**src/rtl/uart_rx_frame_if.sv**
```systemverilog
// Handshake/bus bundle for the framed serial receiver.
// Signals:
//   tick_serial        - synchronised serial line (idles high), into the receiver
//   tick_ready         - consumer accepts the buffered word this cycle
//   get_valid_ret      - output buffer holds an unconsumed word
//   get_data_out_ret   - buffered word
//   get_frame_err_ret  - buffered word had a stop bit sampled low
//   get_parity_err_ret - buffered word failed its parity check
//   get_overrun_ret    - sticky: a completed frame was dropped (buffer full)
//   get_checksum_ret   - running 32-bit sum of clean committed words
// Modports: slave = receiver side, master = line driver / consumer side.
interface uart_rx_frame_if #(
  parameter int data_bits = 8
);
  logic                 tick_serial;
  logic                 tick_ready;
  logic                 get_valid_ret;
  logic [data_bits-1:0] get_data_out_ret;
  logic                 get_frame_err_ret;
  logic                 get_parity_err_ret;
  logic                 get_overrun_ret;
  logic [31:0]          get_checksum_ret;

  modport slave (
    input  tick_serial,
    input  tick_ready,
    output get_valid_ret,
    output get_data_out_ret,
    output get_frame_err_ret,
    output get_parity_err_ret,
    output get_overrun_ret,
    output get_checksum_ret
  );

  modport master (
    output tick_serial,
    output tick_ready,
    input  get_valid_ret,
    input  get_data_out_ret,
    input  get_frame_err_ret,
    input  get_parity_err_ret,
    input  get_overrun_ret,
    input  get_checksum_ret
  );
endinterface

```
**src/rtl/uart_rx_frame.sv**
```systemverilog
// Parametrised serial frame receiver: start / data (LSB first) / optional
// parity / one or two stop bits, mid-bit sampling, glitch rejection of the
// start bit, one-entry output buffer with valid/ready and a running checksum.
// Ports:
//   clock      - rising-edge clock
//   tick_reset - synchronous active-high reset
//   rx         - uart_rx_frame_if.slave (serial in, ready in, buffer/status out)
module uart_rx_frame #(
  parameter int cycles_per_bit = 4,
  parameter int data_bits      = 8,
  parameter int parity_mode    = 0,
  parameter int stop_bits      = 1
) (
  input  logic             clock,
  input  logic             tick_reset,
  uart_rx_frame_if.slave   rx
);
  localparam int half  = cycles_per_bit / 2;
  // The IDLE cycle that detects the falling edge already counts as the first
  // cycle of the half-bit wait, so START needs one cycle fewer.
  localparam int start_wait = (half > 1) ? (half - 2) : 0;
  localparam int dly_w = $clog2(cycles_per_bit);
  localparam int cnt_w = $clog2(data_bits + 1);

  localparam logic [dly_w-1:0] start_last = dly_w'(start_wait);
  localparam logic [dly_w-1:0] bit_last   = dly_w'(cycles_per_bit - 1);
  localparam logic [cnt_w-1:0] data_last  = cnt_w'(data_bits - 1);
  localparam logic [cnt_w-1:0] stop_last  = cnt_w'(stop_bits - 1);
  localparam logic             odd_parity = (parity_mode == 2);

  typedef enum logic [2:0] {
    IDLE      = 3'd0,
    START     = 3'd1,
    DATA      = 3'd2,
    PARITY    = 3'd3,
    STOP      = 3'd4,
    WAIT_HIGH = 3'd5
  } state_t;

  state_t               state_r, state_s;
  logic [dly_w-1:0]     delay_r, delay_s;
  logic [cnt_w-1:0]     bit_cnt_r, bit_cnt_s;
  logic [data_bits-1:0] shift_r, shift_s;
  logic                 acc_frame_err_r, acc_frame_err_s;
  logic                 acc_parity_err_r, acc_parity_err_s;
  logic                 commit_s;

  logic                 valid_r;
  logic [data_bits-1:0] data_r;
  logic                 buf_frame_err_r;
  logic                 buf_parity_err_r;
  logic                 overrun_r;
  logic [31:0]          checksum_r;

  // Parity is bad when data^parity bit does not give the expected polarity.
  function automatic logic parity_bad(input logic [data_bits-1:0] word,
                                      input logic bit_in, input logic odd);
    return ((^word) ^ bit_in) != odd;
  endfunction

  // Receive FSM: next state, counters, shift register and commit strobe.
  always_comb begin
    state_s          = state_r;
    delay_s          = delay_r;
    bit_cnt_s        = bit_cnt_r;
    shift_s          = shift_r;
    acc_frame_err_s  = acc_frame_err_r;
    acc_parity_err_s = acc_parity_err_r;
    commit_s         = 1'b0;
    case (state_r)
      IDLE: begin
        delay_s          = '0;
        bit_cnt_s        = '0;
        acc_frame_err_s  = 1'b0;
        acc_parity_err_s = 1'b0;
        if (!rx.tick_serial) begin
          state_s = START;
        end else begin
          state_s = IDLE;
        end
      end
      START: begin
        if (delay_r == start_last) begin
          delay_s = '0;
          if (rx.tick_serial) begin
            state_s = IDLE;  // line came back high: glitch
          end else begin
            state_s = DATA;
          end
        end else begin
          delay_s = delay_r + dly_w'(1);
        end
      end
      DATA: begin
        if (delay_r == bit_last) begin
          delay_s = '0;
          shift_s = {rx.tick_serial, shift_r[data_bits-1:1]};
          if (bit_cnt_r == data_last) begin
            bit_cnt_s = '0;
            state_s   = (parity_mode != 0) ? PARITY : STOP;
          end else begin
            bit_cnt_s = bit_cnt_r + cnt_w'(1);
          end
        end else begin
          delay_s = delay_r + dly_w'(1);
        end
      end
      PARITY: begin
        if (delay_r == bit_last) begin
          delay_s          = '0;
          acc_parity_err_s = parity_bad(shift_r, rx.tick_serial, odd_parity);
          state_s          = STOP;
        end else begin
          delay_s = delay_r + dly_w'(1);
        end
      end
      STOP: begin
        if (delay_r == bit_last) begin
          delay_s = '0;
          if (!rx.tick_serial) begin
            acc_frame_err_s = 1'b1;
          end else begin
            acc_frame_err_s = acc_frame_err_r;
          end
          if (bit_cnt_r == stop_last) begin
            commit_s  = 1'b1;
            bit_cnt_s = '0;
            // A low stop bit may be a break; wait for the line to recover.
            state_s   = acc_frame_err_s ? WAIT_HIGH : IDLE;
          end else begin
            bit_cnt_s = bit_cnt_r + cnt_w'(1);
          end
        end else begin
          delay_s = delay_r + dly_w'(1);
        end
      end
      WAIT_HIGH: begin
        if (rx.tick_serial) begin
          state_s = IDLE;
        end else begin
          state_s = WAIT_HIGH;
        end
      end
      default: begin
        state_s = IDLE;
      end
    endcase
  end

  // Receive FSM state and datapath registers.
  always_ff @(posedge clock) begin
    if (tick_reset) begin
      state_r          <= IDLE;
      delay_r          <= '0;
      bit_cnt_r        <= '0;
      shift_r          <= '0;
      acc_frame_err_r  <= 1'b0;
      acc_parity_err_r <= 1'b0;
    end else begin
      state_r          <= state_s;
      delay_r          <= delay_s;
      bit_cnt_r        <= bit_cnt_s;
      shift_r          <= shift_s;
      acc_frame_err_r  <= acc_frame_err_s;
      acc_parity_err_r <= acc_parity_err_s;
    end
  end

  // Output buffer, overrun flag and checksum.
  always_ff @(posedge clock) begin
    if (tick_reset) begin
      valid_r          <= 1'b0;
      data_r           <= '0;
      buf_frame_err_r  <= 1'b0;
      buf_parity_err_r <= 1'b0;
      overrun_r        <= 1'b0;
      checksum_r       <= 32'd0;
    end else if (commit_s && (!valid_r || rx.tick_ready)) begin
      valid_r          <= 1'b1;
      data_r           <= shift_r;
      buf_frame_err_r  <= acc_frame_err_s;
      buf_parity_err_r <= acc_parity_err_s;
      if (!acc_frame_err_s && !acc_parity_err_s) begin
        checksum_r <= checksum_r + 32'(shift_r);
      end else begin
        checksum_r <= checksum_r;
      end
    end else if (commit_s) begin
      overrun_r <= 1'b1;  // buffer full and not being drained: drop frame
    end else if (valid_r && rx.tick_ready) begin
      valid_r <= 1'b0;
    end else begin
      valid_r <= valid_r;
    end
  end

  assign rx.get_valid_ret      = valid_r;
  assign rx.get_data_out_ret   = data_r;
  assign rx.get_frame_err_ret  = buf_frame_err_r;
  assign rx.get_parity_err_ret = buf_parity_err_r;
  assign rx.get_overrun_ret    = overrun_r;
  assign rx.get_checksum_ret   = checksum_r;
endmodule

```
**src/flat_wrapper.sv**
```systemverilog
// flat-port wrapper written by rule: the top's interface ports become plain ports
module uart_rx_frame_flat 
#(
  parameter int cycles_per_bit = 4,
  parameter int data_bits      = 8,
  parameter int parity_mode    = 0,
  parameter int stop_bits      = 1
)
  (clock, tick_reset, rx_tick_serial, rx_tick_ready, rx_get_valid_ret, rx_get_data_out_ret, rx_get_frame_err_ret, rx_get_parity_err_ret, rx_get_overrun_ret, rx_get_checksum_ret);
  uart_rx_frame_if #(.data_bits(data_bits)) rx_i ();
  input  logic clock;
  input  logic tick_reset;
  input wire logic [$bits(rx_i.tick_serial)-1:0] rx_tick_serial;
  input wire logic [$bits(rx_i.tick_ready)-1:0] rx_tick_ready;
  output wire logic [$bits(rx_i.get_valid_ret)-1:0] rx_get_valid_ret;
  output wire logic [$bits(rx_i.get_data_out_ret)-1:0] rx_get_data_out_ret;
  output wire logic [$bits(rx_i.get_frame_err_ret)-1:0] rx_get_frame_err_ret;
  output wire logic [$bits(rx_i.get_parity_err_ret)-1:0] rx_get_parity_err_ret;
  output wire logic [$bits(rx_i.get_overrun_ret)-1:0] rx_get_overrun_ret;
  output wire logic [$bits(rx_i.get_checksum_ret)-1:0] rx_get_checksum_ret;
  assign rx_i.tick_serial = rx_tick_serial;
  assign rx_i.tick_ready = rx_tick_ready;
  assign rx_get_valid_ret = rx_i.get_valid_ret;
  assign rx_get_data_out_ret = rx_i.get_data_out_ret;
  assign rx_get_frame_err_ret = rx_i.get_frame_err_ret;
  assign rx_get_parity_err_ret = rx_i.get_parity_err_ret;
  assign rx_get_overrun_ret = rx_i.get_overrun_ret;
  assign rx_get_checksum_ret = rx_i.get_checksum_ret;
  uart_rx_frame #(.cycles_per_bit(cycles_per_bit), .data_bits(data_bits), .parity_mode(parity_mode), .stop_bits(stop_bits)) u_core (.clock(clock), .tick_reset(tick_reset), .rx(rx_i));
endmodule
```
**config.mk**
```make
export PLATFORM = sky130hd
export DESIGN_NAME = uart_rx_frame_flat
export DESIGN_NICKNAME = d
export VERILOG_FILES = /design/src/rtl/uart_rx_frame_if.sv /design/src/rtl/uart_rx_frame.sv /design/src/flat_wrapper.sv
export SDC_FILE = /design/constraint.sdc
export NUM_CORES = 1
export LEC_CHECK = 0
export ABC_CLOCK_PERIOD_IN_PS = 5200
export CORE_UTILIZATION = 50
export CTS_BUF_LIST = sky130_fd_sc_hd__clkbuf_16
export DETAILED_ROUTE_END_ITERATION = 7
export PLACE_DENSITY_LB_ADDON = 0.05
export SLEW_MARGIN = 20
export SYNTH_ARGS = -nofsm -noshare
export SYNTH_HDL_FRONTEND = slang
export SYNTH_SLANG_ARGS = --single-unit
export TNS_END_PERCENT = 1
```
**constraint.sdc**
```tcl
create_clock -name clock -period 5.2 [get_ports clock]
set_input_delay 0.78 -clock clock [delete_from_list [all_inputs] [get_ports clock]]
set_output_delay 0.78 -clock clock [all_outputs]
set_load 0.05 [all_outputs]
```
==> impl_metrics.prom <==
# TYPE chip_impl_metric gauge
chip_impl_metric{name="r2r_setup_slack",unit="ns"} 2.43
chip_impl_metric{name="final_util",unit="%"} 64.9
chip_impl_info{name="crit_path_start_kind",value="input port"} 1
chip_impl_metric{name="netlist_instances",unit=""} 381
chip_impl_metric{name="synth-edff-count",unit=""} 0
chip_impl_metric{name="final_layout_setup_total_negative_slack",unit="ns"} 0
chip_impl_info{name="worstSetupPathType",value="in -> reg"} 1
chip_impl_metric{name="cts_sink_cnt",unit=""} 63
chip_impl_metric{name="design.core.area",unit="um2"} 6420
chip_impl_metric{name="die_h",unit="um"} 84.1
chip_impl_info{name="regToRegStartpoint",value="u_core.delay_r[0]"} 1
chip_impl_metric{name="cts_repair_resize_count",unit=""} 0
chip_impl_metric{name="rr_worst_depth",unit=""} 7
chip_impl_metric{name="dp_cells",unit=""} 487
chip_impl_metric{name="floorplan.io_pins",unit=""} 48
chip_impl_info{name="run_status",value="finished, violations left"} 1
chip_impl_metric{name="grt_antenna_before_repair",unit=""} 0
chip_impl_metric{name="cts_hold_repair.buffers",unit=""} 0
chip_impl_metric{name="max_freq",unit="GHz"} 0.351
chip_impl_metric{name="endpoint_arrival_time_on_the_critical_path",unit="ns"} 3.03
chip_impl_metric{name="place.gp.congestion",unit=""} 0.810
chip_impl_metric{name="post_synth_instance_area",unit="um2"} 3370
chip_impl_metric{name="timing.final.hold_violations",unit=""} 0
chip_impl_info{name="hold_path_startpoint",value="u_core.rx.get_overrun_ret"} 1
chip_impl_metric{name="num_cts_buffers",unit=""} 9
chip_impl_metric{name="drt_wl_total",unit="mm"} 7.11
chip_impl_metric{name="n_antenna_cell",unit=""} 0
chip_impl_metric{name="number_of_drc_markers_in_iteration_0",unit=""} 119
chip_impl_metric{name="ratio_of_total_power_to_cell_area",unit="nW/um2"} 280
chip_impl_metric{name="post-route-period-util",unit="%"} 54.8
chip_impl_metric{name="grt_overflow",unit=""} 0
chip_impl_metric{name="drcViolationCount",unit=""} 4
chip_impl_info{name="r2r-end",value="u_core.rx.get_checksum_ret[31]"} 1
chip_impl_metric{name="m1_gr_usage",unit="%"} 29.3
chip_impl_metric{name="layout-area-overhead-vs-synth",unit="%"} 23.7
chip_impl_metric{name="nNetsFinal",unit=""} 439
chip_impl_metric{name="detail_route.first_pass.iterations",unit=""} 6
chip_impl_metric{name="globalRouteMet3Util",unit="%"} 4.45
chip_impl_metric{name="max_slew_violation_count",unit=""} 0
chip_impl_info{name="synth_common_cells",value="nor2_1 (71), dfxtp_1 (63), xnor2_1 (32), mux2i_1 (22), a21oi_1 (19)"} 1
chip_impl_metric{name="yosysSeqAreaShare",unit="%"} 37.5
chip_impl_metric{name="dp.final_hpwl",unit="mm"} 4.58
chip_impl_metric{name="floorplan.die_area",unit="um2"} 7070
chip_impl_metric{name="first_global_vias",unit=""} 2570
chip_impl_info{name="whs_endpoint",value="u_core.rx.get_overrun_ret"} 1
chip_impl_metric{name="postSynthNetCount",unit=""} 399
chip_impl_metric{name="worst_case_vdd_ir_drop",unit="V"} 0.000170
chip_impl_metric{name="syn_area_cell",unit="um2"} 8.84
chip_impl_info{name="grt_busiest_layer",value="met2"} 1
chip_impl_metric{name="routed_via_density",unit=""} 5.53
chip_impl_metric{name="synth.ff_latch_count",unit=""} 63
chip_impl_info{name="critical_path.endpoint_type",value="flip-flop"} 1
chip_impl_info{name="synth.top_cells.by_area",value="dfxtp_1 (37%), xnor2_1 (8.3%), nor2_1 (7.9%)"} 1
chip_impl_metric{name="time_the_final_worst_path_needs_with_i_o_delays_and_setup",unit="ns"} 2.85
chip_impl_metric{name="crit_fanout",unit=""} 22
chip_impl_metric{name="port_buffers",unit=""} 47
chip_impl_info{name="tritoncts_clock_tree",value="built"} 1
chip_impl_metric{name="drive_above_1_share",unit="%"} 7.98
chip_impl_metric{name="source_to_sink_clock_delay_at_the_later_pin_of_the_worst_skew_pair",unit="ns"} 0.33
chip_impl_metric{name="clkSlewWorstSetupHoldPaths",unit="ns"} 0.06
chip_impl_info{name="synth_top_flop_cell",value="dfxtp_1"} 1
chip_impl_metric{name="final.setup_skew",unit="ns"} 0.00827
chip_impl_metric{name="track_usage",unit="%"} 21.3
chip_impl_metric{name="dpl_cell_area",unit="um2"} 3830
chip_impl_metric{name="wire_length_of_the_first_global_routing_pass",unit="mm"} 12.0
chip_impl_metric{name="worstHoldPathCells",unit=""} 2
chip_impl_metric{name="required",unit="ns"} 5.38
chip_impl_metric{name="detail-route-antenna-nets",unit=""} 0
chip_impl_metric{name="max_slew_margin",unit="%"} 44.4
chip_impl_metric{name="final-setup-viol-count",unit=""} 0
chip_impl_info{name="cts.root.buffer_cell",value="clkbuf_16"} 1
chip_impl_metric{name="ys_async_sr_fraction",unit="%"} 0
chip_impl_info{name="synth_top_cell_by_area",value="dfxtp_1"} 1
chip_impl_info{name="hold_path_class",value="reg -> reg"} 1
chip_impl_metric{name="layoutNonFillerInstCount",unit=""} 503
chip_impl_metric{name="dieWidth",unit="um"} 84.1
chip_impl_info{name="grt_setup_unrepaired",value="no"} 1
chip_impl_metric{name="unique_masters_post_synth",unit=""} 54
chip_impl_metric{name="grtUsageMet2",unit="%"} 32.9
chip_impl_metric{name="design_area",unit="um2"} 4170
chip_impl_metric{name="synthDominantCellAreaShare",unit="%"} 37.5
chip_impl_metric{name="max_cap_viol_count",unit=""} 0
chip_impl_info{name="failing_checks",value="design-rule violations"} 1
chip_impl_metric{name="htreeDepth",unit=""} 3
chip_impl_metric{name="final.hold.worst_slack",unit="ns"} 0.479
chip_impl_metric{name="start_util",unit="%"} 52.4
chip_impl_metric{name="core.rowCount",unit=""} 29
chip_impl_metric{name="postCtsSetupBuffers",unit=""} 0
chip_impl_metric{name="worst_slew_pin_slew",unit="ns"} 0.829
chip_impl_info{name="most_frequent_cell_after_synthesis",value="nor2_1"} 1
chip_impl_metric{name="synthesis_warning_total",unit=""} 0
chip_impl_metric{name="p_leak",unit="nW"} 1.50
chip_impl_metric{name="bufs_on_longest_clock_path",unit=""} 2
chip_impl_metric{name="fillerInstances",unit=""} 540
chip_impl_metric{name="maximum_number_of_pins_on_one_net_before_global_route_repair",unit=""} 64
chip_impl_metric{name="route.vias.total",unit=""} 2782
chip_impl_metric{name="routedWlPerCell",unit="um"} 14.1
## metal layers
layer / vias to the layer above / wire [um]
li1: 1427 / -
met1: 1301 / 3710
met2: 45 / 3110
met3: 9 / 194
met4: 0 / 95
met5: - / 0
## where the power goes
| part | leakage, nW | internal [W] | switching [W] |
|---|---|---|---|
| Clock | 0.152 | 0.000420 | 0.000226 |
| Combinational | 0.838 | 0.0000104 | 0.0000199 |
| Sequential | 0.508 | 0.000484 | 0.00000559 |
## flip-flops by register name, summed over array words and instances, names as in the netlist
register and cells:
u_core.state_r 3, u_core.bit_cnt_r 4, u_core.acc_frame_err_r 1, u_core.rx.get_valid_ret 1, u_core.rx.get_frame_err_ret 1, u_core.delay_r 2, u_core.shift_r 8, u_core.acc_parity_err_r 1
u_core.rx.get_data_out_ret 8, u_core.rx.get_checksum_ret 32, u_core.rx.get_parity_err_ret 1, u_core.rx.get_overrun_ret 1
## final cells by class
| cell class | instances | area [um2] | area share [%] |
|---|---|---|---|
| Tap cell | 77 | 96.3 | 2.31 |
| Clock buffer | 9 | 225 | 5.41 |
| Timing Repair Buffer | 48 | 473 | 11.4 |
| Multi-Input combinational cell | 284 | 1960 | 47.0 |
| Inverter | 15 | 56.3 | 1.35 |
| Clock inverter | 7 | 97.6 | 2.34 |
| Sequential cell | 63 | 1260 | 30.3 |
## metrics by stage
stage,total power (W),worst slack (ns)
3_5_place_dp,0.000530,1.88
2_1_floorplan,0.000522,2.59
5_1_grt,0.00121,2.11
3_3_place_gp,0.000530,1.94
4_1_cts,0.00118,2.16
6_report,0.00117,2.35
## logic make-up after synthesis
| family | count (synthesis) | share of synthesized area [%] |
|---|---|---|
| simple gates | 157 | 25.0 |
| fa+ha+maj | 16 | 6.02 |
| buf+inv | 34 | 4.72 |
| compound gates | 54 | 11.1 |
| xor+xnor | 35 | 9.10 |
| mux | 22 | 6.54 |
| flops | 63 | 37.5 |
## worst max path at each step
| stage | start | end | cells past startpoint |
|---|---|---|---|
| 2_1_floorplan | u_core.rx.get_checksum_ret[0] | u_core.rx.get_checksum_ret[14] | 9 |
| 3_3_place_gp | rx_tick_serial | u_core.rx.get_checksum_ret[18] | 7 |
| 3_5_place_dp | rx_tick_serial | u_core.rx.get_checksum_ret[18] | 7 |
| 4_1_cts | rx_tick_serial | u_core.rx.get_checksum_ret[18] | 7 |
| 5_1_grt | rx_tick_serial | u_core.rx.get_checksum_ret[21] | 7 |
| 6_report | rx_tick_serial | u_core.rx.get_checksum_ret[18] | 7 |
## worst max-delay path, cell delays in order
cell and delay (ns):
clkdlybuf4s50_1 0.59, nor4b_1 0.10, o22ai_1 0.50, o211ai_4 0.39
nor4b_1 0.44, xnor2_1 0.16, nor2_1 0.05
## placed cells by master (no fill, tap or decap), types with 2 or more instances in the layout
master / count
nor2_1: 71
dfxtp_1: 63
clkdlybuf4s50_1: 46
xnor2_1: 32
mux2i_1: 22
a21oi_1: 19
inv_1: 15
nand2_1: 14
ha_1: 13
nand3_1: 10
nor3_1: 9
o21ai_0: 9
clkbuf_16: 9
nor4_2: 8
nor4_1: 8
nand2b_1: 6
and3_1: 5
nand4_1: 5
or3_1: 4
a31oi_1: 3
and4_1: 3
a211oi_1: 3
xor2_1: 3
maj3_1: 2
o21a_1: 2
nor2b_1: 2
nor4b_1: 2
o211ai_1: 2
a2111oi_0: 2
a32oi_1: 2
o21bai_1: 2
a21o_1: 2
clkinv_4: 2
bufinv_16: 2
clkinvlp_4: 2
(Power assumes the default switching activity.)
